==> config.mk <==
export PLATFORM = sky130hd
export DESIGN_NAME = nibble_sort_ctrl
export DESIGN_NICKNAME = d
export VERILOG_FILES = /design/src/rtl/nibble_sort_pkg.sv /design/src/rtl/nibble_sort_ctrl_cmp4_unit.sv /design/src/rtl/nibble_sort_ctrl.sv
export SDC_FILE = /design/constraint.sdc
export NUM_CORES = 1
export LEC_CHECK = 0
export CORE_MARGIN = 1.5
export CORE_UTILIZATION = 50
export CTS_CLUSTER_SIZE = 20
export DETAILED_ROUTE_END_ITERATION = 12
export GPL_TIMING_DRIVEN = 0
export PLACE_DENSITY = 0.81
export SYNTH_ARGS = -nofsm -noshare
export SYNTH_HDL_FRONTEND = slang
export SYNTH_SLANG_ARGS = --single-unit
==> constraint.sdc <==
create_clock -name clk -period 3.7 [get_ports clk]
set_clock_uncertainty 0.05 [all_clocks]
set_input_delay 0.555 -clock clk [delete_from_list [all_inputs] [get_ports clk]]
set_output_delay 0.555 -clock clk [all_outputs]
set_load 0.1 [all_outputs]
==> src/rtl/nibble_sort_pkg.sv <==
// Shared types and constants for the 4-element nibble sorter:
// FSM states, element/step counts and the step-to-pair index table.
package nibble_sort_pkg;

    typedef enum logic [1:0] {
        ST_IDLE,
        ST_SORT,
        ST_DONE
    } state_e;

    localparam int unsigned NUM_ELEM  = 4;
    localparam int unsigned NUM_STEPS = 6;
    localparam logic [2:0]  LAST_STEP = 3'(NUM_STEPS - 1);

    // Lower index of the compared pair for each step; the upper index is always lower+1.
    function automatic logic [1:0] pair_lo(input logic [2:0] step);
        logic [1:0] lo;
        case (step)
            3'd0:    lo = 2'd0;
            3'd1:    lo = 2'd1;
            3'd2:    lo = 2'd2;
            3'd3:    lo = 2'd0;
            3'd4:    lo = 2'd1;
            3'd5:    lo = 2'd0;
            default: lo = 2'd0;
        endcase
        return lo;
    endfunction

endpackage

==> src/rtl/nibble_sort_ctrl_cmp4_unit.sv <==
// Combinational unsigned 4-bit magnitude comparator: exactly one of
// low (a<b), equal (a==b) or great (a>b) is asserted.
module cmp4_unit (
    input  logic [3:0] a,
    input  logic [3:0] b,
    output logic       low,
    output logic       equal,
    output logic       great
);

    always_comb begin
        low   = (a < b);
        equal = (a == b);
        great = (a > b);
    end

endmodule

==> src/rtl/nibble_sort_ctrl.sv <==
// Sequential 4-nibble sorting network controller: one compare-swap per clock
// through a fixed 6-step pair sequence, results published only on completion.
module nibble_sort_ctrl
    import nibble_sort_pkg::*;
#(
    parameter int DESCEND = 0
) (
    input  logic        clk,
    input  logic        rst_n,
    input  logic        start,
    input  logic [15:0] din,
    output logic        busy,
    output logic        done,
    output logic [15:0] dout,
    output logic [2:0]  swap_count,
    output logic        dup
);

    state_e      state_q;
    logic [15:0] work_q;
    logic [2:0]  step_q;
    logic [2:0]  swaps_q;
    logic        dupacc_q;
    logic        busy_q;
    logic        done_q;
    logic [15:0] dout_q;
    logic [2:0]  swap_count_q;
    logic        dup_q;

    logic [15:0] work_d;
    logic [2:0]  swaps_d;
    logic        dupacc_d;

    logic [3:0]  elem [NUM_ELEM];
    logic [3:0]  sorted [NUM_ELEM];
    logic [1:0]  lo_idx;
    logic [1:0]  hi_idx;
    logic [3:0]  cmp_a;
    logic [3:0]  cmp_b;
    logic        cmp_low;
    logic        cmp_equal;
    logic        cmp_great;
    logic        do_swap;

    always_comb begin
        for (int unsigned i = 0; i < NUM_ELEM; i++) begin
            elem[i] = work_q[4*i +: 4];
        end
        lo_idx = pair_lo(step_q);
        hi_idx = lo_idx + 2'd1;
        cmp_a  = elem[lo_idx];
        cmp_b  = elem[hi_idx];
    end

    cmp4_unit u_cmp (
        .a     (cmp_a),
        .b     (cmp_b),
        .low   (cmp_low),
        .equal (cmp_equal),
        .great (cmp_great)
    );

    // Equal pairs never swap in either order, which keeps the sort stable.
    assign do_swap = (DESCEND != 0) ? cmp_low : cmp_great;

    always_comb begin
        sorted = elem;
        if (do_swap) begin
            sorted[lo_idx] = cmp_b;
            sorted[hi_idx] = cmp_a;
        end
        work_d = '0;
        for (int unsigned i = 0; i < NUM_ELEM; i++) begin
            work_d[4*i +: 4] = sorted[i];
        end
        swaps_d  = do_swap ? swaps_q + 3'd1 : swaps_q;
        dupacc_d = dupacc_q | cmp_equal;
    end

    always_ff @(posedge clk or negedge rst_n) begin
        if (!rst_n) begin
            state_q      <= ST_IDLE;
            work_q       <= '0;
            step_q       <= '0;
            swaps_q      <= '0;
            dupacc_q     <= 1'b0;
            busy_q       <= 1'b0;
            done_q       <= 1'b0;
            dout_q       <= '0;
            swap_count_q <= '0;
            dup_q        <= 1'b0;
        end else begin
            case (state_q)
                ST_IDLE: begin
                    if (start) begin
                        work_q   <= din;
                        step_q   <= '0;
                        swaps_q  <= '0;
                        dupacc_q <= 1'b0;
                        busy_q   <= 1'b1;
                        state_q  <= ST_SORT;
                    end
                end
                ST_SORT: begin
                    work_q   <= work_d;
                    swaps_q  <= swaps_d;
                    dupacc_q <= dupacc_d;
                    step_q   <= step_q + 3'd1;
                    // Publish the post-swap values of the final step directly.
                    if (step_q == LAST_STEP) begin
                        dout_q       <= work_d;
                        swap_count_q <= swaps_d;
                        dup_q        <= dupacc_d;
                        done_q       <= 1'b1;
                        state_q      <= ST_DONE;
                    end
                end
                ST_DONE: begin
                    done_q  <= 1'b0;
                    busy_q  <= 1'b0;
                    state_q <= ST_IDLE;
                end
                default: begin
                    done_q  <= 1'b0;
                    busy_q  <= 1'b0;
                    state_q <= ST_IDLE;
                end
            endcase
        end
    end

    assign busy       = busy_q;
    assign done       = done_q;
    assign dout       = dout_q;
    assign swap_count = swap_count_q;
    assign dup        = dup_q;

endmodule

==> results of run 1 <==
==> cells by family (layout without fill, tap and decap cells) <==
| logic type | count (synthesis) | in the layout | synth area share [%] |
|---|---|---|---|
| AND/OR/NAND/NOR | 120 | 120 | 19.8 |
| buffers and inverters | 30 | 97 | 4.46 |
| adder cells (fa/ha/maj) | 15 | 15 | 6.13 |
| XOR/XNOR | 2 | 2 | 0.572 |
| multiplexers | 20 | 20 | 7.32 |
| flip-flops | 47 | 47 | 38.4 |
| AO/OA/AOI/OAI | 98 | 98 | 23.3 |
==> synth_stat cells (4+ instances only) <==
cell / instances
clkbuf_1: 6
o21ai_1: 4
a221o_1: 9
a31oi_1: 4
nand2b_1: 5
nor2b_1: 7
ha_1: 15
o21a_1: 4
a211oi_1: 4
nand2_1: 33
nor3_1: 4
o21ai_0: 15
inv_1: 13
mux2i_1: 15
nand3_1: 8
nor2_1: 33
o211ai_1: 5
a221oi_1: 5
a22oi_1: 10
o2bb2ai_1: 4
nand3b_1: 4
o22ai_1: 7
dfrtp_1: 47
and3_1: 7
a21oi_1: 8
buf_2: 7
==> final timing paths <==
check | to | slack [ns] | depth (start not counted)
hold / removal | work_q[15] | 0.14 | 1
setup reg to reg | dout[4] | 0.13 | 14
setup / recovery | dout[4] | 0.13 | 14
min in group clk | dout[3] | 0.44 | 2
max in group asynchronous | work_q[14] | 2.96 | 2
hold reg to reg | dout[3] | 0.44 | 2
==> layer usage <==
metal,wire length [um],up-vias,global-route usage [%]
met3,680,40,4.83
met5,0,-,0
met1,4180,1471,39.8
li1,-,1376,-
met2,4650,174,50.0
met4,386,0,14.0
==> critical path: cells and delay by family (launching register included) <==
kind                       cells  cell delay (ns)
adders and majority gates      3             0.70
buffers and inverters          4             0.38
and+or+nand+nor                4             0.98
AOI/OAI and AO/OA              1             0.25
DFF                            1             0.41
muxes                          2             0.69
==> layout by cell type (no fill, tap or decap), drive strengths merged, types with 3 or more instances in the layout <==
cell / count
dfrtp: 47
clkdlybuf4s50: 39
nand2: 33
nor2: 33
buf: 31
o21ai: 19
mux2i: 16
ha: 15
inv: 14
clkbuf: 11
a22oi: 10
a221o: 9
a21oi: 8
nand3: 8
nor2b: 8
o22ai: 7
and3: 7
nor3: 7
nand2b: 5
o211ai: 5
a221oi: 5
a211oi: 5
o21a: 4
nand3b: 4
a31oi: 4
o2bb2ai: 4
and2: 4
a32oi: 3
mux2: 3
or3: 3
==> what timing repair did <==
action | in CTS | in global routing
pin swaps | 1 | 4
buffers inserted | 11 | 8
resized for setup | 12 | 14
setup endpoints to repair | 38 | 34
gates cloned | 0 | 1
==> stage by stage <==
stage / utilization, % / cells / setup WS [ns]
5_1_grt: 66.3 / 474 / -0.00597
4_1_cts: 64.5 / 466 / 0.0135
2_1_floorplan: - / 332 / 0.00487
3_3_place_gp: 60.2 / 447 / -0.639
3_5_place_dp: 60.4 / 448 / -0.662
6_report: 66.3 / 474 / 0.134
==> flip-flops by register name (all words and copies together) (netlist names) <==
| name | count |
|---|---|
| step_q | 3 |
| state_q | 2 |
| busy | 1 |
| dup | 1 |
| done | 1 |
| dupacc_q | 1 |
| swap_count | 3 |
| work_q | 16 |
| dout | 16 |
| swaps_q | 3 |
==> final cells by class <==
type	instances	share of cell area (%)
clock buffer	5	1.75
multi-input combinational	255	46.9
clock inverter	2	0.956
sequential	47	30.0
timing repair buffer	61	14.3
buffer	15	2.33
inverter	14	1.34
tap	75	2.39
==> results.json, run 1 <==
{
  "routed_via_density": 6.46,
  "tns_ns": 0,
  "fmax_ghz": 0.280,
  "critical_path_arrival_ns": 3.72,
  "crit_type": "reg2reg",
  "required_ns": 3.85,
  "multi_input_area_um2": 1840,
  "synth_ff_type": "dfrtp_1",
  "gp_congestion": 0.973,
  "first_pass_iters": 5,
  "hpwl_um": 7150,
  "wl_um": 9890,
  "cpPeakStageDelay_ns": 0.54,
  "die_width_um": 81.2,
  "synth_area_um2": 3060,
  "placed_area_um2": 3580,
  "ys_ff_latch": 47,
  "port_buffers": 40,
  "yosys.area.top_type": "dfrtp_1",
  "clkTransAtPathRegs_ns": 0.09,
  "antenna_found_initial": 0,
  "drc": 0,
  "syn_to_final_growth_pct": 28.3,
  "core_um2": 5920,
  "tightest_slew_ns": 0.977,
  "num_vias": 3061,
  "final_area_um2": 3930,
  "final_nets": 433,
  "status": "completed",
  "cts_tree": "yes",
  "slowest_stage": "mux4_2",
  "grt_first_pass_wirelength_um": 14900,
  "cpMostUsedCell": "inv_2",
  "synth_fp_nets": 366,
  "cp-end-kind": "flip-flop",
  "cts_root_buf": "clkbuf_8",
  "cts_max_level": 2,
  "yosysTopAreaCellShare_pct": 38.4,
  "min_period_ns": 3.57,
  "synth.avg_cell_area_um2": 9.22,
  "seqCellArea_um2": 1180,
  "cap_viol_max_count": 0,
  "antenna_left": 0,
  "ios": 41,
  "yosysWarnings": 0,
  "num-fill-cells": 500,
  "syn_inst": 332,
  "r2r_start": "step_q[0]",
  "worstSetupStartpoint": "step_q[0]",
  "cts_inserted_buffers": 5,
  "dieArea_um2": 6600,
  "critPathMaxFanout": 6,
  "synth.distinct_cells": 61,
  "grt_start_max_net_pins": 31,
  "holdBufCountCts": 0,
  "drive_above_1_share_pct": 17.8,
  "grt_overflow": 0,
  "holdWs_ns": 0.137,
  "grt_usage_pct": 30.6,
  "start_util_pct": 51.7,
  "path_cells": "inv_2, ha_4, mux2i_4, inv_2, ha_4, buf_6, mux4_2, inv_2, ha_1, nand4_1, nand2_2, or3_4, and3_1, a221o_1",
  "drt-initial-drc-count": 366,
  "insertedDiodeCount": 0,
  "start_kind": "flip-flop",
  "cts_max_path_buffers": 2,
  "synth_edf_count": 0,
  "die_y_um": 81.2,
  "hold_viol": 0,
  "synth_area_leaders": "dfrtp_1 (38%), ha_1 (6.1%), mux2i_1 (4.9%)",
  "fin_crit_sh_pct": 96.4,
  "maxSlewViolCount": 0,
  "async_flop_share_pct": 100,
  "post_drt_wl_per_cell_um": 20.9,
  "grt_pass1_vias": 2801,
  "setup-violations-final": 0,
  "clk_latency_ns": 0.31,
  "cts.sinks": 47,
  "ys_seq_area_share_pct": 38.4,
  "relSlewSlack_pct": 34.7,
  "hp-class": "in2async",
  "num_rows": 28
}
Power of run 1 is left out: the tool's default activity adds up to more than one toggle a clock period on the data nets, which glitch-free logic cannot reach.
==> inputs of run 2 (changes only) <==
- SKIP_LAST_GASP: not set -> 1
==> results of run 2 <==
No change in the layout: final DEF, timing and power equal those of run 1.
Power of run 2 is left out for the same reason.
==> inputs of run 3 (changes only) <==
- CORE_MARGIN: 1.5 -> 10
- PLACE_DENSITY: 0.81 -> 0.85
==> run 3 against run 2 <==
  * Register-to-register slack about the same
  * Count of clock-buffer cells in the layout unchanged
  * Core utilization up 0.59 points
  * Fmax about the same
  * Critical path depth up 1
  * First-iteration DRC count down 27%
  * Largest cell class unchanged
==> results.json, run 3 (synthesized netlist as in run 1, its figures left out) <==
{
  "num_vias": 2969,
  "fin_crit_sh_pct": 96.4,
  "cap_viol_max_count": 0,
  "routed_via_density": 6.25,
  "num_rows": 28,
  "ios": 41,
  "status": "completed",
  "cts_inserted_buffers": 5,
  "port_buffers": 40,
  "hpwl_um": 7630,
  "placed_area_um2": 3580,
  "critical_path_arrival_ns": 3.73,
  "cts_max_path_buffers": 2,
  "tightest_slew_ns": 0.985,
  "antenna_left": 0,
  "worstSetupStartpoint": "step_q[0]",
  "grt_usage_pct": 19.9,
  "r2r_end": "dout[4]",
  "seqCellArea_um2": 1180,
  "wl_um": 10100,
  "final_util_pct": 66.9,
  "syn_to_final_growth_pct": 29.4,
  "insertedDiodeCount": 0,
  "first_pass_iters": 5,
  "setup-violations-final": 0,
  "grt_pass1_vias": 2951,
  "multi_input_area_um2": 1870,
  "core_um2": 5920,
  "drive_above_1_share_pct": 18.3,
  "r2r_start": "step_q[0]",
  "required_ns": 3.86,
  "fmax_ghz": 0.280,
  "maxSlewViolCount": 0,
  "holdBufCountCts": 0,
  "final_common_cell": "dfrtp_1",
  "drc": 0,
  "antenna_found_initial": 0,
  "hold_viol": 0,
  "crit_type": "reg2reg",
  "die_y_um": 98.2,
  "dieArea_um2": 9650,
  "start_kind": "flip-flop",
  "post_drt_wl_per_cell_um": 21.2,
  "gp_congestion": 0.992,
  "final_nets": 433,
  "relSlewSlack_pct": 34.1,
  "cts_max_level": 2,
  "crit_end": "dout[4]",
  "cts_root_buf": "clkbuf_8",
  "min_period_ns": 3.57,
  "drt-initial-drc-count": 268,
  "critPathMaxFanout": 8,
  "start_util_pct": 51.7,
  "cts.sinks": 47,
  "grt_overflow": 0,
  "cts_tree": "yes",
  "grt_start_max_net_pins": 35,
  "r2r_slack_ns": 0.13,
  "clk_latency_ns": 0.32,
  "final_area_um2": 3960,
  "num-fill-cells": 503,
  "clkTransAtPathRegs_ns": 0.10,
  "cp-end-kind": "flip-flop",
  "die_width_um": 98.2,
  "hp-class": "in2async",
  "rr_worst_depth": 15,
  "grt_first_pass_wirelength_um": 15700,
  "mostFrequentLayoutCells": "dfrtp_1 (47), clkdlybuf4s50_1 (39), nand2_1 (32), nor2_1 (32), buf_4 (21)"
}
-- run 3: final cells by class --
type,count,area share [%]
Clock buffer,5,1.74
Sequential cell,47,29.7
Clock inverter,3,1.17
Inverter,14,1.33
Tap cell,75,2.37
Buffer,16,2.50
Timing Repair Buffer,60,14.1
Multi-Input combinational cell,255,47.1
-- run 3: critical path, cell delays in order (launching register included) --
cell,delay (ns)
dfrtp_1,0.42
inv_2,0.09
ha_4,0.18
mux2i_4,0.16
inv_2,0.08
ha_4,0.27
buf_6,0.11
mux4_2,0.53
inv_2,0.11
ha_4,0.13
a21oi_1,0.09
and3b_1,0.19
buf_4,0.17
or3_4,0.40
and3_1,0.21
a221o_1,0.27
-- run 3: worst min path at each step --
stage / end / from
global placement: dout[3] / dout[3]
CTS: step_q[2] / rst_n
detailed placement: dout[3] / dout[3]
floorplan: busy / rst_n
finish: work_q[15] / rst_n
global route: swaps_q[1] / rst_n
-- run 3: what timing repair did --
item | CTS | global route
cloned | 0 | 1
endpoints found under the setup margin | 38 | 29
pin swaps | 0 | 6
resized for setup | 15 | 18
setup buffers | 10 | 8
-- run 3: layer usage --
metal | vias to the layer above | GRT usage (%) | share of wire [%] | wire length, um
met5 | - | 0 | 0 | 0
met4 | 0 | 6.84 | 2.2 | 226
met3 | 20 | 4.93 | 7.3 | 735
met2 | 134 | 32.5 | 48 | 4800
met1 | 1448 | 25.0 | 43 | 4330
li1 | 1367 | - | - | -
-- run 3: metrics by stage --
| stage | TNS (ns) | cells | worst slack, ns | hold WS, ns |
|---|---|---|---|---|
| 2_1_floorplan | 0 | 332 | 0.00487 | 0.209 |
| 3_3_place_gp | -11.54 | 447 | -0.589 | 0.405 |
| 3_5_place_dp | -12.81 | 448 | -0.605 | 0.425 |
| 4_1_cts | 0 | 466 | 0.00639 | 0.103 |
| 5_1_grt | -0.00645 | 475 | -0.00376 | 0.103 |
| 6_report | 0 | 475 | 0.132 | 0.0934 |
Power of run 3 is left out for the same reason.
